<file path="src/rtl/mux5_arbiter_pkg.sv">
// Shared definitions for the 5-way round-robin arbiter/multiplexer.
//   N_REQ   : number of requesters (fixed at 5)
//   DATA_W  : default data path width
//   SEL_W   : width of a requester index
//   state_t : output-register FSM encoding (IDLE = empty, BUSY = word held)
//   rr_idx  : modulo-5 index helper used by the round-robin search
package mux5_arbiter_pkg;

  localparam int N_REQ  = 5;
  localparam int DATA_W = 16;
  localparam int SEL_W  = 3;

  typedef enum logic {
    IDLE = 1'b0,
    BUSY = 1'b1
  } state_t;

  // (base + off) mod N_REQ; base is always a legal index and off < N_REQ,
  // so a single conditional subtract is enough.
  function automatic logic [SEL_W-1:0] rr_idx(input logic [SEL_W-1:0] base,
                                              input int unsigned       off);
    int unsigned s;
    s = int'(base) + off;
    if (s >= N_REQ) s = s - N_REQ;
    return s[SEL_W-1:0];
  endfunction

endpackage

</file>
<file path="src/rtl/MUX5_1.sv">
// 5:1 data multiplexer.
//   i_d0..i_d4 : candidate words
//   i_sel      : index of the word to pass (0..4; other codes give 0)
//   o_y        : selected word (combinational)
module MUX5_1 #(
  parameter int W = 16
) (
  input  logic [W-1:0] i_d0,
  input  logic [W-1:0] i_d1,
  input  logic [W-1:0] i_d2,
  input  logic [W-1:0] i_d3,
  input  logic [W-1:0] i_d4,
  input  logic [2:0]   i_sel,
  output logic [W-1:0] o_y
);

  always_comb begin
    o_y = '0;
    case (i_sel)
      3'd0:    o_y = i_d0;
      3'd1:    o_y = i_d1;
      3'd2:    o_y = i_d2;
      3'd3:    o_y = i_d3;
      3'd4:    o_y = i_d4;
      default: o_y = '0;
    endcase
  end

endmodule

</file>
<file path="src/rtl/mux5_arbiter.sv">
// Round-robin arbiter that captures one of five requesters' data words into
// a single-entry output register with valid/ready handshake.
//   clk, rst_n   : clock, synchronous active-low reset
//   req[4:0]     : per-requester valid
//   d0..d4       : requester data
//   gnt[4:0]     : combinational one-hot acknowledge (data captured this edge)
//   sel          : registered index of the requester whose word is held
//   out_data     : registered selected word
//   out_valid    : out_data holds an unconsumed word
//   out_ready    : downstream accepts out_data this cycle
//   xfer_cnt     : wrapping count of completed grants
// Only N_REQ = 5 is supported.
module mux5_arbiter #(
  parameter int DATA_W = 16,
  parameter int N_REQ  = 5
) (
  input  logic              clk,
  input  logic              rst_n,
  input  logic [N_REQ-1:0]  req,
  input  logic [DATA_W-1:0] d0,
  input  logic [DATA_W-1:0] d1,
  input  logic [DATA_W-1:0] d2,
  input  logic [DATA_W-1:0] d3,
  input  logic [DATA_W-1:0] d4,
  output logic [N_REQ-1:0]  gnt,
  output logic [2:0]        sel,
  output logic [DATA_W-1:0] out_data,
  output logic              out_valid,
  input  logic              out_ready,
  output logic [7:0]        xfer_cnt
);
  import mux5_arbiter_pkg::*;

  state_t             r_state;
  logic [SEL_W-1:0]   r_ptr;
  logic [SEL_W-1:0]   r_sel;
  logic [DATA_W-1:0]  r_data;
  logic [7:0]         r_cnt;

  logic               w_cap;
  logic               w_any;
  logic               w_take;
  logic               w_found;
  logic [SEL_W-1:0]   w_win;
  logic [DATA_W-1:0]  w_mux;

  // The output register can accept a new word when empty, or when the held
  // word is being consumed in this same cycle (no bubble).
  assign w_cap  = (r_state == IDLE) || out_ready;
  assign w_any  = |req;
  // Reset gates the grant so gnt is 0 whenever rst_n is low.
  assign w_take = rst_n && w_cap && w_any;

  // Round-robin search: first set request at or above r_ptr, wrapping 4->0.
  always_comb begin
    w_win   = '0;
    w_found = 1'b0;
    for (int k = 0; k < N_REQ; k++) begin
      if (!w_found && req[rr_idx(r_ptr, k)]) begin
        w_win   = rr_idx(r_ptr, k);
        w_found = 1'b1;
      end
    end
  end

  always_comb begin
    gnt = '0;
    if (w_take) gnt[w_win] = 1'b1;
  end

  MUX5_1 #(
    .W (DATA_W)
  ) u_mux (
    .i_d0  (d0),
    .i_d1  (d1),
    .i_d2  (d2),
    .i_d3  (d3),
    .i_d4  (d4),
    .i_sel (w_win),
    .o_y   (w_mux)
  );

  always_ff @(posedge clk) begin
    if (!rst_n) begin
      r_state <= IDLE;
      r_ptr   <= '0;
      r_sel   <= '0;
      r_data  <= '0;
      r_cnt   <= '0;
    end else if (w_cap) begin
      if (w_any) begin
        r_data  <= w_mux;
        r_sel   <= w_win;
        r_ptr   <= rr_idx(w_win, 1);
        r_cnt   <= r_cnt + 8'd1;
        r_state <= BUSY;
      end else begin
        r_state <= IDLE;
      end
    end
  end

  assign sel       = r_sel;
  assign out_data  = r_data;
  assign out_valid = (r_state == BUSY);
  assign xfer_cnt  = r_cnt;

endmodule

</file>
<file path="config.mk">
export PLATFORM = sky130hd
export DESIGN_NAME = mux5_arbiter
export DESIGN_NICKNAME = d
export VERILOG_FILES = /design/src/rtl/mux5_arbiter_pkg.sv /design/src/rtl/MUX5_1.sv /design/src/rtl/mux5_arbiter.sv
export SDC_FILE = /design/constraint.sdc
export NUM_CORES = 1
export LEC_CHECK = 0
export CAP_MARGIN = 30
export CORE_ASPECT_RATIO = 1.25
export CORE_UTILIZATION = 45
export CTS_CLUSTER_SIZE = 20
export DETAILED_ROUTE_END_ITERATION = 6
export HOLD_SLACK_MARGIN = 0.03
export PLACE_DENSITY = 0.81
export SYNTH_ARGS = -nofsm -noshare
export SYNTH_HDL_FRONTEND = slang
export SYNTH_SLANG_ARGS = --single-unit
</file>
<file path="constraint.sdc">
create_clock -name clk -period 5.41 [get_ports clk]
set_input_delay 1.082 -clock clk [delete_from_list [all_inputs] [get_ports clk]]
set_output_delay 1.082 -clock clk [all_outputs]
set_load 0.005 [all_outputs]
</file>
### After elaboration in Yosys (flattened, before gate mapping)

Index checks and enable logic that the tools add are counted.

| cells by class | value |
|---|---|
| $add $sub $neg | 12 |
| magnitude comparators | 13 |
| equal/unequal tests | 4 |
| mux-type cells | 30 |
| bitwise logic cells | 1 |
| reduce and logical (&&, ||, !) cells | 15 |

Operators with widths:

| operator | number |
|---|---|
| $pmux W16 S5 | 1 |
| $mux W3 | 11 |
| $lt A3 B4 Y1 const B | 6 |
| $ge A4 B3 Y1 const B | 5 |
| $sub A3 B3 Y3 const B | 6 |
| $bmux W1 S3 | 5 |
| $mux W1 | 11 |
| $add A3 B1 Y4 const B | 2 |
| $add A3 B2 Y4 const B | 2 |
| $add A8 B1 Y8 const B | 1 |
| $logic_and A1 B1 Y1 | 7 |
| $eq A3 B2 Y1 const B | 2 |
| $mux W5 | 1 |
| $reduce_or A5 Y1 | 1 |
| $add A3 B3 Y4 const B | 1 |
| $logic_not A1 Y1 | 4 |
| $demux W1 S3 | 1 |
| $eq A3 B1 Y1 const B | 1 |
| $eq A3 B3 Y1 const B | 1 |
| $ge A3 B1 Y1 const B | 1 |
| $ge A3 B3 Y1 const B | 1 |
| $logic_not A3 Y1 | 1 |
| $reduce_and A2 Y1 | 1 |
| $logic_or A1 B1 Y1 | 1 |
| $not A1 Y1 | 1 |

| word-level totals | value |
|---|---|
| register bits after elaboration | 31 |
| input bits | 88 |
| output and inout bits | 33 |
| logic and storage cells | 80 |

### Longest topological paths before layout

Gate-level depths: netlist (run 1).

| logic depth | value |
|---|---|
| depth after elaboration | 22 |
| depth in mapped cells | 22 |
| mapped depth without buffers | 18 |

### By module

A second synthesis (run 1) with hierarchy kept.

| second synthesis, totals | value |
|---|---|
| cells, all modules | 394 |
| area, all modules | 3229.3 µm² |

Modules (own cells, without submodules):

| module | times used | cells each | area each (µm²) | sequential area each (µm²) |
|---|---|---|---|---|
| mux5_arbiter | 1 | 314 | 2532.4 | 620.6 |
| MUX5_1 | 1 | 80 | 696.9 | 0.0 |

### Worst setup path after synthesis (run 1)

Ideal clock, no wire load.

| path | value |
|---|---|
| kind | register to register |
| start | reg r_ptr[0] |
| end | reg r_data[12] (netlist: out_data[12]) |
| library setup time | 0.133 ns |
| data arrival time | 4.546 ns |
| required time | 5.277 ns |
| slack | 0.731 ns |
| cell stages (with the launch flop) | 21 |
| buffers on the path | 4 |
| clock period less this slack | 4.679 ns |
| cells stage by stage | dfxtp_1 buf_6 inv_2 ha_1 inv_1 fa_1 clkbuf_1 or4_1 a32oi_1 o21bai_1 or4_4 o221ai_4 inv_2 ha_1 ha_1 buf_1 nor2_1 o22ai_1 nor2_1 buf_2 o221ai_1 |

| between the ends | value |
|---|---|
| cells in the longest elaborated chain, start to end | 19 |
| elaborated cells on any way between the ends | 52 |
| classes of those cells | add/sub (9); order compare (5); eq/ne (4); mux (25); reduce/logical (9) |

Ends and longest elaborated chain:

| item | line | source |
|---|---|---|
| from (decl) | mux5_arbiter.sv:35 | `logic [SEL_W-1:0] r_ptr;` |
| from (signal assigned) | mux5_arbiter.sv:94 | `r_ptr <= rr_idx(w_win, 1);` |
| parallel branches: the longest is 16 deep, another holds $add A3 B1 Y4 | -- |  |
| $mux W3 * | mux5_arbiter.sv:59 | `if (!w_found && req[rr_idx(r_ptr, k)]) begin` |
| via u_mux.i_sel[0] | MUX5_1.sv:13 | `input logic [2:0] i_sel,` |
| $eq A3 B3 Y1 (tied with other cells) | MUX5_1.sv:19 | `case (i_sel)` |
| $pmux W16 S5 * | MUX5_1.sv:19 |  |
| to (signal assigned) | mux5_arbiter.sv:92 | `r_data <= w_mux;` |
| to (decl) | mux5_arbiter.sv:37 | `logic [DATA_W-1:0] r_data;` |

Mark *: on every way through the listed nets, which the timed path passes. The select of a mux whose other input is x is not followed.
A chain may end at the register's enable or synchronous reset.

### Worst setup path in the final report (run 1)

| path | value |
|---|---|
| start | in req[2] |
| end | out gnt[0] |

| between the ends | value |
|---|---|
| cells in the longest elaborated chain, start to end | 20 |
| elaborated cells on any way between the ends | 35 |
| classes of those cells | order compare (2); mux (22); reduce/logical (11) |

Ends and longest elaborated chain:

| item | line | source |
|---|---|---|
| from (decl) | mux5_arbiter.sv:19 | `input logic [N_REQ-1:0] req,` |
| $bmux W1 S3 | mux5_arbiter.sv:59 |  |
| $mux W1 (implied by the code) | mux5_arbiter.sv:59 |  |
| $mux W1 | mux5_arbiter.sv:59 |  |
| $logic_not A1 Y1 | mux5_arbiter.sv:59 |  |
| $logic_and A1 B1 Y1 | mux5_arbiter.sv:59 |  |
| $mux W1 | mux5_arbiter.sv:59 |  |
| $logic_not A1 Y1 | mux5_arbiter.sv:59 |  |
| $logic_and A1 B1 Y1 | mux5_arbiter.sv:59 |  |
| (+5 left out) | -- |  |
| $logic_and A1 B1 Y1 | mux5_arbiter.sv:59 |  |
| $mux W3 * | mux5_arbiter.sv:59 |  |
| via u_mux.i_sel[0] | MUX5_1.sv:13 |  |
| $lt A3 B4 Y1 (implied by the code) or $ge A3 B1 Y1 (tied branches) | mux5_arbiter.sv:68 | `if (w_take) gnt[w_win] = 1'b1;` |
| $logic_and A1 B1 Y1 (implied by the code) | mux5_arbiter.sv:68 |  |
| $mux W1 (implied by the code) | mux5_arbiter.sv:68 |  |
| $demux W1 S3 * | mux5_arbiter.sv:68 |  |
| $mux W5 * | mux5_arbiter.sv:68 |  |
| to (decl) | mux5_arbiter.sv:25 | `output logic [N_REQ-1:0] gnt,` |

The timed path passes the listed nets; every way through them passes the cells marked *. The select of a mux whose other input is x is not followed.

==> metrics.txt, run 1 <==
first-pass GRT wire length=18,100 µm; YS warnings=0; H-tree depth=2; compound-cell area share of the yosys netlist=34.9%; register area=621 µm²; clk_lat worst skew=0.28 ns; area of the multi-input gates=2370 µm²; Nets=628; Initial Util=46.4%; core area=6980 µm²; slack of the worst reg-to-reg path=0.61 ns; wire length per cell=17.7 µm; HP Class=reg2reg; Mapped Nets=510; Most used DFF post-synth=dfxtp_1; Final Instance Area=4670 µm²; DR vias/cell=5.96; top cells by area, synth=dfxtp_1 (19%), nand2_1 (6.1%), ha_1 (5.8%), a22oi_1 (5.3%), o221ai_1 (4.6%); clock root cell=clkbuf_8; CTS tree=built; final worst path period need=5.23 ns; final number of setup-violating endpoints=0; CP Data Required Time=4.33 ns; Critical Path AT=4.15 ns; number of DRC markers in iteration 0=253; P_leak=0.00187 µW; largest net degree at the start of global routing=33; worst r2r path cells=17; Die Y=96.8 µm; sequential area share after synthesis=19.2%; DP Area=4550 µm²; total negative slack=0 ns; Unique masters post-synth=77; outcome=finished clean; minimum hold slack=0.472 ns; Highest Clock Rate=191 MHz; P per Cell Area=713 nW/µm²; grt peak-use layer=met2; Die Wd=77.9 µm; worst relative slew slack=41.9%; Final ANT Viol Nets=0; total congestion overflow=0; Cell Area, Synth=3240 µm²; Design Power=3330 µW; DRT Pass-1 Iters=5; CP endpoint=gnt[0]; register bit count reported by yosys=31; Final Max Tran Viols=0; fraction of layout cells with a size suffix above 1=10.5%; critical path class=in2out; # diodes=0; CP Capture Type=output pin; Async S/R FF share, synth=0%; clock tree sinks=31; CTS Buf Count=5; reg-to-reg critical path endpoint=out_data[5]; # DRC=0; Worst-Margin Slew=0.871 ns; Yosys top cell by area=dfxtp_1; Placer Congestion=0.928; Clock Skew=0.00278 ns; post-synthesis mux area share=5.06%; Startpoint Class=input pin; Max clock buf depth=2; Clock transition at path regs=0.07 ns; final worst-path cycle share=96.7%; DIE AREA=7540 µm²; Synth Area in Adders=6.41%; initial antenna violation count=0; RSZ-0062 raised after global routing=no; GRT met3 Usage=4.72%; Area growth syn-to-layout=44.2%; Post-CTS Setup Inserts=0; Simple-Gate Fraction of Synth Area=22.6%; Std-Cell Rows=34; Synth Area in XOR/XNOR=3.79%; number of global-route vias before repair=3,648; Hold-fix buffers, CTS=0; Ports=121; endpoints failing hold=0; vias=3,668; dpl ws=0.204 ns; Post-synth EDFFs=0; Total GRT Usage=29.7%; filler cell count=605; met2 Usage GRT=50.4%; Cells after Synth=406; most frequent cell after synthesis=nand2_1; Max Cap Viol=0; commonest cells in the netlist=nand2_1 (53), dfxtp_1 (31), nor2_1 (26); largest family of logic cells by synthesized area=compound AO/OA/AOI/OAI gates; post-DP HPWL=8240 µm; WL final=10,900 µm; Syn Area/Cell=7.98 µm²; I/O Buffers=120; R2R Path Start=r_ptr[1]; Worst VDD drop=498 µV; slack of the critical path=0.179 ns; Critical Path Start=req[2]; crit path max fanout=8; top cell type's share of synthesized area=19.2%; met1 Track Usage GR=36.6%
placed cells by master (no fill, tap or decap), types with 4 or more instances in the layout:
cell | synthesis | routed
a21boi_0 | 4 | 4
a21o_1 | 4 | 4
a222oi_1 | 9 | 9
a22oi_1 | 23 | 23
a2bb2oi_1 | 16 | 16
and2_1 | 11 | 11
and3_1 | 4 | 4
buf_4 | 0 | 23
clkbuf_8 | 0 | 7
clkdlybuf4s50_1 | 0 | 120
dfxtp_1 | 31 | 31
ha_1 | 15 | 15
inv_1 | 21 | 21
mux2i_1 | 13 | 13
nand2_1 | 53 | 53
nand2b_1 | 5 | 5
nand3_1 | 5 | 5
nand3b_1 | 4 | 4
nand4_1 | 4 | 4
nor2_1 | 26 | 26
nor2b_1 | 5 | 5
nor3_1 | 4 | 4
o211ai_1 | 4 | 4
o21ai_0 | 6 | 6
o221ai_1 | 17 | 17
o22ai_1 | 5 | 5
or4_1 | 4 | 4
xnor2_1 | 13 | 13
state kept, by name, indices dropped and copies added, names as in the netlist:
name	flops
xfer_cnt	8
r_ptr	3
out_data	16
out_valid	1
sel	3
report_power, final:
part	total (µW)	switching (µW)	internal (µW)
clock	205	88.7	116
combinational	2790	1510	1270
sequential	336	41.4	295
total	3330	1640	1690
worst min-delay path by stage:
stage | start | endpoint | slack, ns | depth (start not counted)
floorplan | out_data[0] | out_data[0] | 0.46 | 2
global placement | out_data[0] | out_data[0] | 0.44 | 2
detailed placement | out_data[14] | out_data[14] | 0.45 | 2
CTS | out_data[1] | out_data[1] | 0.47 | 2
global route | out_data[1] | out_data[1] | 0.49 | 2
finish | out_data[12] | out_data[12] | 0.47 | 2
worst max-delay path, cell delays in order:
cell,delay [ns]
clkdlybuf4s50_1,0.53
mux2_2,0.33
a31o_2,0.28
o21ai_4,0.18
nand3_2,0.10
or4_4,0.59
o221ai_4,0.20
inv_2,0.08
nor3_1,0.22
clkdlybuf4s50_1,0.55
final cells by class:
class	count	area share, %
clock buffer	8	2.14
inverter	24	1.93
sequential	31	13.3
timing repair buffer	143	29.4
tap	90	2.41
multi-input combinational	319	50.8
per-layer routing:
| layer | up-vias | wire length [µm] |
|---|---|---|
| li1 | 1769 | - |
| met2 | 132 | 5560 |
| met4 | 0 | 328 |
| met5 | - | 0 |
| met1 | 1741 | 4450 |
| met3 | 26 | 561 |
cell families after synthesis:
kind of cell,count (synthesis)
buf+inv,56
fa+ha+maj,16
compound gates,132
mux,15
xor+xnor,14
flops,31
simple gates,142
timing repair:
item                                    in CTS  in global routing
endpoints found under the hold margin        0                  0
resized for setup                            0                  3
endpoints found under the setup margin       0                  5
metrics by stage:
| step | utilization, % | instances |
|---|---|---|
| global route | 66.9 | 615 |
| finish | 66.9 | 615 |
| CTS | 66.7 | 615 |
| floorplan | - | 406 |
| detailed placement | 65.3 | 607 |
| global placement | 65.3 | 607 |
Power figures use the tool's default switching activity.
==> run 2, diff against run 1 <==
- CORE_UTILIZATION: 45 -> 46
- PLACE_DENSITY: 0.81 -> 0.83
==> metrics.txt, run 2 (synthesis gave the netlist of run 1 again) <==
GRT met3 Usage=4.36% (-0.36 points); Final Instance Area=4610 µm² (-1.2%); commonest non-fill, non-tap cell in the layout=clkdlybuf4s50_1; Final Max Tran Viols=0 (unchanged); switching part of the total power=50.2% (+0.87 points); Max clock buf depth=2 (unchanged); core area=6690 µm² (-4.1%); Die Wd=77.0 µm (-1.1%); switching pwr=1660 µW (+0.90%); met2 Usage GRT=50.3% (-0.077 points); first-pass GRT wire length=17,000 µm (-5.9%); clock root cell=clkbuf_8; DRT Pass-1 Iters=7 (+2); Total GRT Usage=28.9% (-0.83 points); Clock transition at path regs=0.06 ns (about the same); DIE AREA=7380 µm² (-2.1%); RSZ-0062 raised after global routing=no; worst relative slew slack=36.1% (-5.8 points); critical path class=reg2out; clk_lat worst skew=0.28 ns (about the same); Initial Util=48.4% (+2.0 points); # DRC=4 (+4); P_leak=0.00183 µW (-2.0%); total congestion overflow=0 (unchanged); Placer Congestion=0.963 (+3.8%); Clock Power Share=5.0% (-1.2 points); largest net degree at the start of global routing=34 (+3.0%); filler cell count=573 (-5.3%); Startpoint Class=register; post-DP HPWL=8270 µm (+0.36%); initial antenna violation count=0 (unchanged); DR vias/cell=6.17 (+3.4%); CP Capture Type=output pin; Highest Clock Rate=190 MHz (-0.50%); final number of setup-violating endpoints=0 (unchanged); commonest non-fill, non-tap cells in the layout=clkdlybuf4s50_1 (120), nand2_1 (53), dfxtp_1 (30); outcome=complete, but fails checks; WL final=10,900 µm (+0.40%); H-tree depth=2 (unchanged); Max Cap Viol=0 (unchanged); clock tree sinks=31 (unchanged); final worst-path cycle share=97.2% (+0.49 points); met1 Track Usage GR=33.9% (-2.7 points); CTS tree=built; Worst-Margin Slew=0.958 ns (+0.0863 ns); P_int=1640 µW (-2.6%); grt peak-use layer=met2; failing checks=design-rule violations; Critical Path AT=4.17 ns (+0.02 ns); total negative slack=0 ns (unchanged); I/O Buffers=120 (unchanged); final worst path period need=5.26 ns (+0.0263 ns); Area growth syn-to-layout=42.4%; Die Y=95.8 µm (-1.1%); Seq pwr share=10.2% (about the same); CTS Buf Count=5 (unchanged); HP Class=reg2reg; Worst VDD drop=564 µV (+13%); Final ANT Viol Nets=0 (unchanged); Final Util=68.9% (+2.0 points); Ports=121 (unchanged); endpoints failing hold=0 (unchanged); wire length per cell=18.1 µm (+1.9%); vias=3,739 (+1.9%); CP Data Required Time=4.33 ns (about the same); P per Cell Area=715 nW/µm² (+0.36%); crit path max fanout=11 (+3); number of flip-flops in the largest register=16 (unchanged); Hold-fix buffers, CTS=0 (unchanged); Std-Cell Rows=33 (-2.9%); # diodes=0 (unchanged); Clock Skew=0.00552 ns (+0.00274 ns); fraction of layout cells with a size suffix above 1=9.83% (-0.65 points); number of DRC markers in iteration 0=440 (+74%); Nets=624 (-0.64%); Comb pwr share=84.8% (+1.1 points); number of global-route vias before repair=3,603 (-1.2%); DP Area=4520 µm² (-0.74%)
-- run 2: cell types whose count changed in the layout (fill, tap and decap cells not counted), sizes merged --
cell    delta
buf        -4
clkbuf     -2
-- run 2: area by class of cell --
| cell class | instances | area [µm²] | area share [%] |
|---|---|---|---|
| clock buffer | 6 | 72.6 | 1.57 |
| inverter | 24 | 90.1 | 1.95 |
| multi-input combinational | 319 | 2370 | 51.5 |
| sequential | 31 | 622 | 13.5 |
| tap | 87 | 109 | 2.36 |
| timing repair buffer | 139 | 1340 | 29.1 |
-- run 2: metal layers --
layer | up-vias | routed length, µm
met3 | 47 | 757
met4 | 0 | 425
met2 | 196 | 5590
met5 | - | 0
li1 | 1758 | -
met1 | 1738 | 4170
-- run 2: worst paths after layout --
| check | from | endpoint | slack, ns | cells past startpoint |
|---|---|---|---|---|
| setup / recovery | r_ptr[0] | gnt[3] | 0.15 | 13 |
| hold / removal | out_data[9] | out_data[9] | 0.47 | 2 |
| setup reg to reg | r_ptr[0] | out_data[14] | 0.38 | 18 |
| hold reg to reg | out_data[9] | out_data[9] | 0.47 | 2 |
-- run 2: power by group through the flow --
stage / combinational, µW / sequential, µW / clock (µW)
after floorplan: 1960 / 338 / 0
after global routing: 3030 / 341 / 181
after global placement: 2630 / 336 / 0
after CTS: 2730 / 334 / 167
final: 2800 / 335 / 166
after detailed placement: 2700 / 338 / 0
-- run 2: metrics by stage --
| stage | cells | hold slack, ns | power (µW) | setup slack, ns |
|---|---|---|---|---|
| 2_1_floorplan | 406 | 0.457 | 2300 | 0.731 |
| 3_3_place_gp | 600 | 0.444 | 2970 | 0.234 |
| 3_5_place_dp | 600 | 0.449 | 3040 | 0.176 |
| 4_1_cts | 606 | 0.469 | 3230 | 0.125 |
| 5_1_grt | 606 | 0.501 | 3550 | 0.000272 |
| 6_report | 606 | 0.466 | 3300 | 0.153 |
-- run 2: critical path, stage by stage, from the launching register on --
cell,delay [ns]
dfxtp_1,0.31
inv_2,0.19
ha_1,0.23
inv_1,0.06
fa_1,0.49
or4_1,0.54
a32oi_1,0.26
o21bai_1,0.18
and2_1,0.19
a311oi_2,0.36
o221ai_4,0.17
buf_4,0.19
nor3_1,0.18
clkdlybuf4s50_1,0.53
-- run 2: timing repair --
action,4_1_cts,5_1_grt
endpoints found under the setup margin,0,5
gates resized for setup,0,5
setup buffers,0,0
==> run 3, diff against run 2 <==
- GPL_TIMING_DRIVEN: not set -> 0
==> metrics.txt, run 3 (synthesis gave the netlist of run 1 again) <==
outcome=finished clean; Std-Cell Rows=33 (unchanged); number of DRC markers in iteration 0=427 (-3.0%); Area growth syn-to-layout=47.9%; Placer Congestion=0.914 (-5.1%); Max Cap Viol=0 (unchanged); WL final=11,200 µm (+2.5%); Hold-fix buffers, CTS=0 (unchanged); P per Cell Area=721 nW/µm² (+0.74%); Nets=645 (+3.4%); CP endpoint=gnt[1]; crit path max fanout=11 (unchanged); HP Class=reg2reg; final worst-path cycle share=96.4% (-0.78 points); Crit path top cell by count=buf_6; critical path class=reg2out; Levels on crit path=15 (+2); Critical Path Start=r_ptr[0]; number of flip-flops in the largest register=16 (unchanged); commonest non-fill, non-tap cells in the layout=clkdlybuf4s50_1 (112), nand2_1 (53), dfxtp_1 (29); number of global-route vias before repair=3,662 (+1.6%); CP Capture Type=output pin; Design Power=3450 µW (+4.6%); initial antenna violation count=0 (unchanged); worst relative slew slack=54.0% (+18 points); H-tree depth=2 (unchanged); Initial Util=48.4% (unchanged); clock tree sinks=31 (unchanged); slack of the worst reg-to-reg path=0.36 ns (-0.02 ns); core area=6690 µm² (unchanged); total congestion overflow=0 (unchanged); DR vias/cell=6.14 (-0.56%); post-DP HPWL=8430 µm (+2.0%); Total GRT Usage=30.0% (+1.1 points); CTS Buf Count=5 (unchanged); Critical Path, Cell by Cell=buf_6 > inv_6 > ha_1 > inv_1 > fa_1 > clkbuf_4 > or4_1 > a32oi_2 > o21bai_2 > or4_4 > buf_6 > a2bb2oi_4 > nand3_2 > nor2_1 > clkdlybuf4s50_1; Startpoint Class=register; P_leak=0.00199 µW (+8.6%); WP buf/inv=6 (+2); commonest non-fill, non-tap cell in the layout=clkdlybuf4s50_1; Critical Path AT=4.13 ns (-0.04 ns); worst r2r path cells=20 (+2); # diodes=0 (unchanged); max incr delay on CP=0.53 ns (about the same); first-pass GRT wire length=17,500 µm (+3.0%); endpoints failing hold=0 (unchanged); Clock transition at path regs=0.07 ns (about the same); DRT Pass-1 Iters=5 (-2); vias=3,859 (+3.2%); crit-path leading delay family=simple AND/OR/NAND/NOR gates; Final Max Tran Viols=0 (unchanged); Final ANT Viol Nets=0 (unchanged); Die Y=95.8 µm (unchanged); largest net degree at the start of global routing=12 (-65%); CTS tree=built; Slowest-stage cell, CP=or4_4; CP Data Required Time=4.33 ns (about the same); Ports=121 (unchanged); clk_lat worst skew=0.29 ns (about the same); wire length per cell=17.8 µm (-1.3%); Max clock buf depth=2 (unchanged); clock root cell=clkbuf_8; Clock Skew=0.00468 ns (-0.000837 ns); final worst path period need=5.21 ns (-0.0422 ns); fraction of layout cells with a size suffix above 1=12.2% (+2.4 points); # DRC=0 (-4); I/O Buffers=119 (-0.83%); Worst VDD drop=432 µV (-23%); reg-to-reg critical path endpoint=out_data[1]; Die Wd=77.0 µm (unchanged); Worst-Margin Slew=0.686 ns (-0.272 ns); Highest Clock Rate=192 MHz (+0.81%); DIE AREA=7380 µm² (unchanged); total negative slack=0 ns (unchanged); R2R Path Start=r_ptr[0]; final number of setup-violating endpoints=0 (unchanged)
-- run 3: worst min-delay path by stage --
stage / depth (start not counted) / endpoint / startpoint
global route: 2 / out_data[13] / out_data[13]
global placement: 2 / out_data[14] / out_data[14]
detailed placement: 2 / out_data[0] / out_data[0]
floorplan: 2 / out_data[0] / out_data[0]
finish: 2 / out_data[9] / out_data[9]
CTS: 2 / out_data[9] / out_data[9]
-- run 3: area by class of cell --
| type | count | area [µm²] |
|---|---|---|
| tap | 87 | 109 |
| fill | 547 | 1900 |
| inverter | 24 | 95.1 |
| clock inverter | 3 | 15.0 |
| clock buffer | 5 | 68.8 |
| sequential | 31 | 626 |
| buffer | 32 | 186 |
| timing repair buffer | 128 | 1270 |
| multi-input combinational | 319 | 2420 |
-- run 3: power breakdown --
| group | switching [µW] | internal [µW] | total, µW |
|---|---|---|---|
| logic | 1600 | 1320 | 2930 |
| clock network | 95.2 | 88.0 | 183 |
| registers | 44.6 | 297 | 342 |
-- run 3: worst min-delay path: stages (launching register included) --
cell and delay (ns):
dfxtp_1 0.33, nand2_1 0.05, o221ai_1 0.05
-- run 3: timing repair --
action                                  in CTS  in global routing
buffers inserted                             1                  8
gates resized for setup                     11                 26
pin swaps                                    1                 11
endpoints found under the setup margin      21                 20
-- run 3: routing by layer --
layer,GRT usage [%],vias to the layer above,wire (µm),share of wire [%]
li1,-,1809,-,-
met4,12.7,0,342,3.1
met1,35.4,1818,4340,39
met5,0,-,0,0
met3,4.55,38,654,5.8
met2,54.2,194,5870,52
-- run 3: metrics by stage --
stage / cell area (µm²) / hold WS [ns] / util (%) / setup WS (ns) / instances
floorplan: 3240 / 0.457 / - / 0.731 / 406
global placement: 4540 / 0.444 / 67.8 / -0.161 / 612
global route: 4790 / 0.514 / 71.6 / -0.0127 / 629
CTS: 4670 / 0.475 / 69.8 / 0.00720 / 621
finish: 4790 / 0.466 / 71.6 / 0.195 / 629
detailed placement: 4540 / 0.445 / 67.8 / -0.194 / 612
==> variant 1, RTL diff (settings of run 2) <==
Reset style: asynchronous (`rst_n`), changed in one clocked block. Comments in the files are not updated.
--- a/src/rtl/mux5_arbiter.sv
+++ b/src/rtl/mux5_arbiter.sv
@@ -82,3 +82,3 @@
 
-  always_ff @(posedge clk) begin
+  always_ff @(posedge clk or negedge rst_n) begin
     if (!rst_n) begin
Function: differs if rst_n is asserted again (counterexample within 4 cycles, from zero or initial values and one cycle with rst_n low); with rst_n held inactive, the same outputs for 4 cycles.
==> variant 1 against run 2 <==
Total power grew 16%; global-route usage decreased by 0.25 points; design area is 1.4% higher; utilization is 0.99 points higher; wire length down 3.8%; fmax is 0.42% higher; critical path depth stayed put; synthesized cell count down 2.7%; sequential cell count did not move; area after synthesis is 0.54% higher; combinational power grew 14%; clock skew up 5.4 ps; worst setup slack gained 22 ps; highest routed layer unchanged.
==> variant 1: results (changes against run 2) <==
** Placed design
- The detailed-placement wirelength estimate is 8.09 mm (-2.1%).
- Worst slack at placement :: 164 ps (-12.3 ps)

** Global route
- The fraction of met3 tracks used by global routing came to 0.0588 (+0.0152).
- The global-route wire length before repair came to 16.8 mm (-1.5%).
- Global routing usage on met1 :: 0.328 (-0.0108)
- Total global routing track utilization :: 0.286 (-0.00247)
- The met2 global-route usage was 0.510 (+0.00735).
- The largest net degree at the start of global routing is 32 (-5.9%).
- Vias in the first global route :: 3556 (-1.3%)

** Synth
- Share of async-settable or async-resettable flops after synthesis :: 1.00 (+1.00)
- The compound-gate portion of the synthesized area was 0.292 (-0.0568).
- Number of nets produced by synthesis :: 499 (-2.2%)
- Number of distinct library cells after synthesis :: 72 (-6.5%)
- Synthesized area per cell :: 8.24 sq um (+3.3%)
- The fraction of the mapped netlist area in adder cells came to 0.0638 (-0.000345).
- The post-synthesis mux area share was 0.0799 (+0.0293).

** Pwr
- Static power due to leakage :: 0.00193 uW (+5.4%)
- The largest voltage drop on the vdd net was 0.411 mV (-27%).

** Route
- Wire per inst :: 17.6 um (-2.7%)
- The post-detailed-route via-to-cell ratio came to 6.05 (-1.9%).
- Wire length on met3 :: 663 um (-12%)

** Run status
- Status :: finished clean

** Timing
- Setup clock skew after layout :: 10.9 ps (+5.36 ps)

** Setup path
- Capturing instance or port of the critical path :: gnt[0]
- Reg-to-reg critical path startpoint :: r_ptr[0]$_DFFE_PN0P_
- Reg-to-reg slack, setup :: 770 ps (+390 ps)

** Hold path
- Hold Crit Depth :: 1 (-1)
- Worst min-delay path startpoint :: xfer_cnt[7]$_DFFE_PN0P_

** Layout
- The ratio of cells with drive above 1 in the final layout came to 0.107 (+0.00916).
-- variant 1: cell count changes in the layout (fill, tap and decap cells not counted), sizes merged, moves of 11 or more --
cell     before  now
a21oi         4   21
a2bb2oi      17    1
a32oi         1   12
and2         12    1
dfrtp         0   31
dfxtp        31    0
inv          23   12
mux2          1   12
nand2        53   65
nor2         26   15
o221ai       18    6
-- variant 1: cell type report --
| class | count | area [sq um] | area share |
|---|---|---|---|
| clock buffer | 7 | 96.3 | 0.0206 |
| tap | 87 | 109 | 0.0233 |
| inverter | 12 | 47.5 | 0.0102 |
| clock inverter | 1 | 7.51 | 0.00160 |
| multi-input combinational | 322 | 2280 | 0.486 |
| sequential | 31 | 777 | 0.166 |
| timing repair buffer | 139 | 1370 | 0.292 |
-- variant 1: critical path, stage by stage, from the launching register on --
cell	delay [ps]
sky130_fd_sc_hd__dfrtp_1	490
sky130_fd_sc_hd__inv_1	160
sky130_fd_sc_hd__ha_2	210
sky130_fd_sc_hd__ha_1	400
sky130_fd_sc_hd__a21oi_4	290
sky130_fd_sc_hd__mux2i_1	110
sky130_fd_sc_hd__o31ai_1	410
sky130_fd_sc_hd__o21ba_1	220
sky130_fd_sc_hd__nor4_1	60
sky130_fd_sc_hd__o31a_1	300
sky130_fd_sc_hd__nor2_4	210
sky130_fd_sc_hd__inv_2	90
sky130_fd_sc_hd__nor4b_1	330
sky130_fd_sc_hd__clkdlybuf4s50_1	590
-- variant 1: metrics by stage --
step / area (sq um) / hold slack [ps]
after global placement: 4520 / 460
final: 4680 / 479
after detailed placement: 4540 / 474
after global routing: 4680 / 493
after floorplan: 3260 / 468
after CTS: 4640 / 483
-- variant 1: where the power goes --
part	internal [uW]	leakage [uW]	switching, uW
clock	116	0.0000505	89.5
combinational	1430	0.00149	1770
sequential	345	0.000390	81.5
total	1890	0.00193	1940
==> variant 2, RTL diff (config.mk and constraints of run 2) <==
Without the edit above. `DATA_W` is set to 16 in 2 places; all go to 24.
--- a/src/rtl/mux5_arbiter_pkg.sv
+++ b/src/rtl/mux5_arbiter_pkg.sv
@@ -9,3 +9,3 @@
   localparam int N_REQ  = 5;
-  localparam int DATA_W = 16;
+  localparam int DATA_W = 24;
   localparam int SEL_W  = 3;
--- a/src/rtl/mux5_arbiter.sv
+++ b/src/rtl/mux5_arbiter.sv
@@ -13,3 +13,3 @@
 module mux5_arbiter #(
-  parameter int DATA_W = 16,
+  parameter int DATA_W = 24,
   parameter int N_REQ  = 5
Ports: changed (6 resized); port bits go from 121 to 169. The function was not compared with the original's and may differ.
==> variant 2 against run 2 <==
Utilization increased by 3.1 points; sequential cell count increased by 8; area after synthesis increased by 27%; global-route usage up 1.0 points; total power rose by 53%; worst setup slack better by 15 ps; design area is 35% higher; wire length is 29% higher.
==> variant 2: results (changes against run 2) <==
** Layout
- Nets@finish :: 843 (+35%)
- Max reg flops :: 24 (+8)
- The number of standard cells in the layout, taps in and fillers out is 820 (+35%).
- From synthesis to final layout, the design area changed by 52.1%.
- Filler cell count :: 695 (+21%)
- Layout cells sized above 1 :: 0.164 (+0.0660)

** Synth
- Top cells by area in the synthesized netlist :: sky130_fd_sc_hd__dfxtp_1, sky130_fd_sc_hd__nand2_1, sky130_fd_sc_hd__mux2_4
- The post-synth net total came to 670 (+31%).
- Share of the yosys chip area belonging to registers :: 0.190 (-0.00118)
- Synthesized area per cell :: 7.79 sq um (-2.3%)
- The commonest cells after synthesis are sky130_fd_sc_hd__nand2_1, sky130_fd_sc_hd__dfxtp_1, sky130_fd_sc_hd__clkbuf_1.

** Global route
- Met3 GRT Util :: 0.0468 (+0.00318)
- The met1 track demand over resource in global routing is 0.327 (-0.0120).
- The global-route wire length before repair came to 21.7 mm (+27%).
- The met2 global-route usage was 0.533 (+0.0299).
- Largest net degree at the start of global routing :: 49 (+44%)
- Antenna violations before repair :: 0 (unchanged)
- The via count of the first global-routing pass was 4591 (+27%).
- Total global routing track utilization :: 0.299 (+0.0102)

** Pwr
- The static leakage power came to 0.00246 uW (+34%).
- The largest voltage drop on the vdd net is 0.495 mV (-12%).

** Route
- The met1 wire length is 5.43 mm (+30%).
- The number of iterations in the first detailed-routing pass came to 4 (-3).
- Wire length on met3 :: 879 um (+16%)
- Starting DRT DRC Count :: 262 (-40%)
- Total Wirelength :: 14.2 mm (+29%)

** Timing
- The slew at the pin closest to its max-slew limit came to 629 ps (-329 ps).
- The clock skew after layout was 1.98 ps (-3.54 ps).

** Clock tree
- The clock-pin slew reported for the worst setup and hold paths after clock tree synthesis came to 80 ps (+20 ps).
- The post-cts sizing count came to 7 (+7).
- The clock tree buffer depth is 2 (unchanged).

** Placed design
- The cell area reported after detailed placement came to 6030 sq um (+33%).
- The cell total after placement came to 809 (+35%).
- The placer congestion estimate was 0.937 (-2.7%).
- The number of port buffers is 168 (+40%).

** Setup path
- Crit Path Max Fanout :: 4 (-7)
- The arrival time of data at the critical path endpoint was 4160 ps (about the same).
- The slowest stage of the critical path belongs to the cell sky130_fd_sc_hd__clkdlybuf4s50_1.
- The largest incremental delay on the critical path came to 490 ps (-50 ps).
- The kind of cell with the highest combined delay along the critical path is buffers and inverters.

** Run status
- The run finished with clean final reports.
## variant 2: cell types whose count changed in the layout (fill, tap and decap cells not counted), sizes merged, moves of 8 or more
cell / run 2 / this run
mux2: 1 / 24
a222oi: 9 / 0
inv: 23 / 13
o21ai: 11 / 32
clkdlybuf4s50: 120 / 162
a22o: 0 / 25
dfxtp: 31 / 39
a2bb2oi: 17 / 1
and2: 12 / 1
xnor2: 13 / 3
nand2: 53 / 130
buf: 19 / 41
## variant 2: report_power, final
part	internal, uW	total, uW	switching, uW
Sequential	382	427	44.5
Clock	90.2	199	108
Combinational	2020	4420	2400
## variant 2: through the flow
step	power, uW	setup WS [ps]	setup TNS (ps)
after floorplan	3470	822	0
after global placement	4560	-101	-210
after detailed placement	4680	-253	-645
after CTS	4920	17.1	0
after global routing	5440	23.5	0
final	5050	168	0
## variant 2: path summary, 6_finish.rpt
| check | startpoint | endpoint | slack (ps) | cells after the start |
|---|---|---|---|---|
| min | out_data[15]$_SDFFE_PN0P_ | out_data[15]$_SDFFE_PN0P_ | 500 | 2 |
| max reg2reg | r_ptr[1]$_SDFFE_PN0P_ | out_data[4]$_SDFFE_PN0P_ | 830 | 21 |
| min reg2reg | out_data[15]$_SDFFE_PN0P_ | out_data[15]$_SDFFE_PN0P_ | 500 | 2 |
| max | req[2] | gnt[0] | 170 | 13 |
## variant 2: cells by family after synthesis
group	share of synthesized area
simple gates	0.239
fa+ha+maj	0.0507
flops	0.190
buf+inv	0.0626
xor+xnor	0.0232
mux	0.126
compound gates	0.308
## variant 2: final cells by class
class | instances | share of cell area
clock buffers | 6 | 0.0116
clock inverters | 2 | 0.00201
multi-input cells | 431 | 0.505
flip-flops and latches | 39 | 0.125
repair buffers | 209 | 0.323
inverters | 13 | 0.00823
well taps | 120 | 0.0241
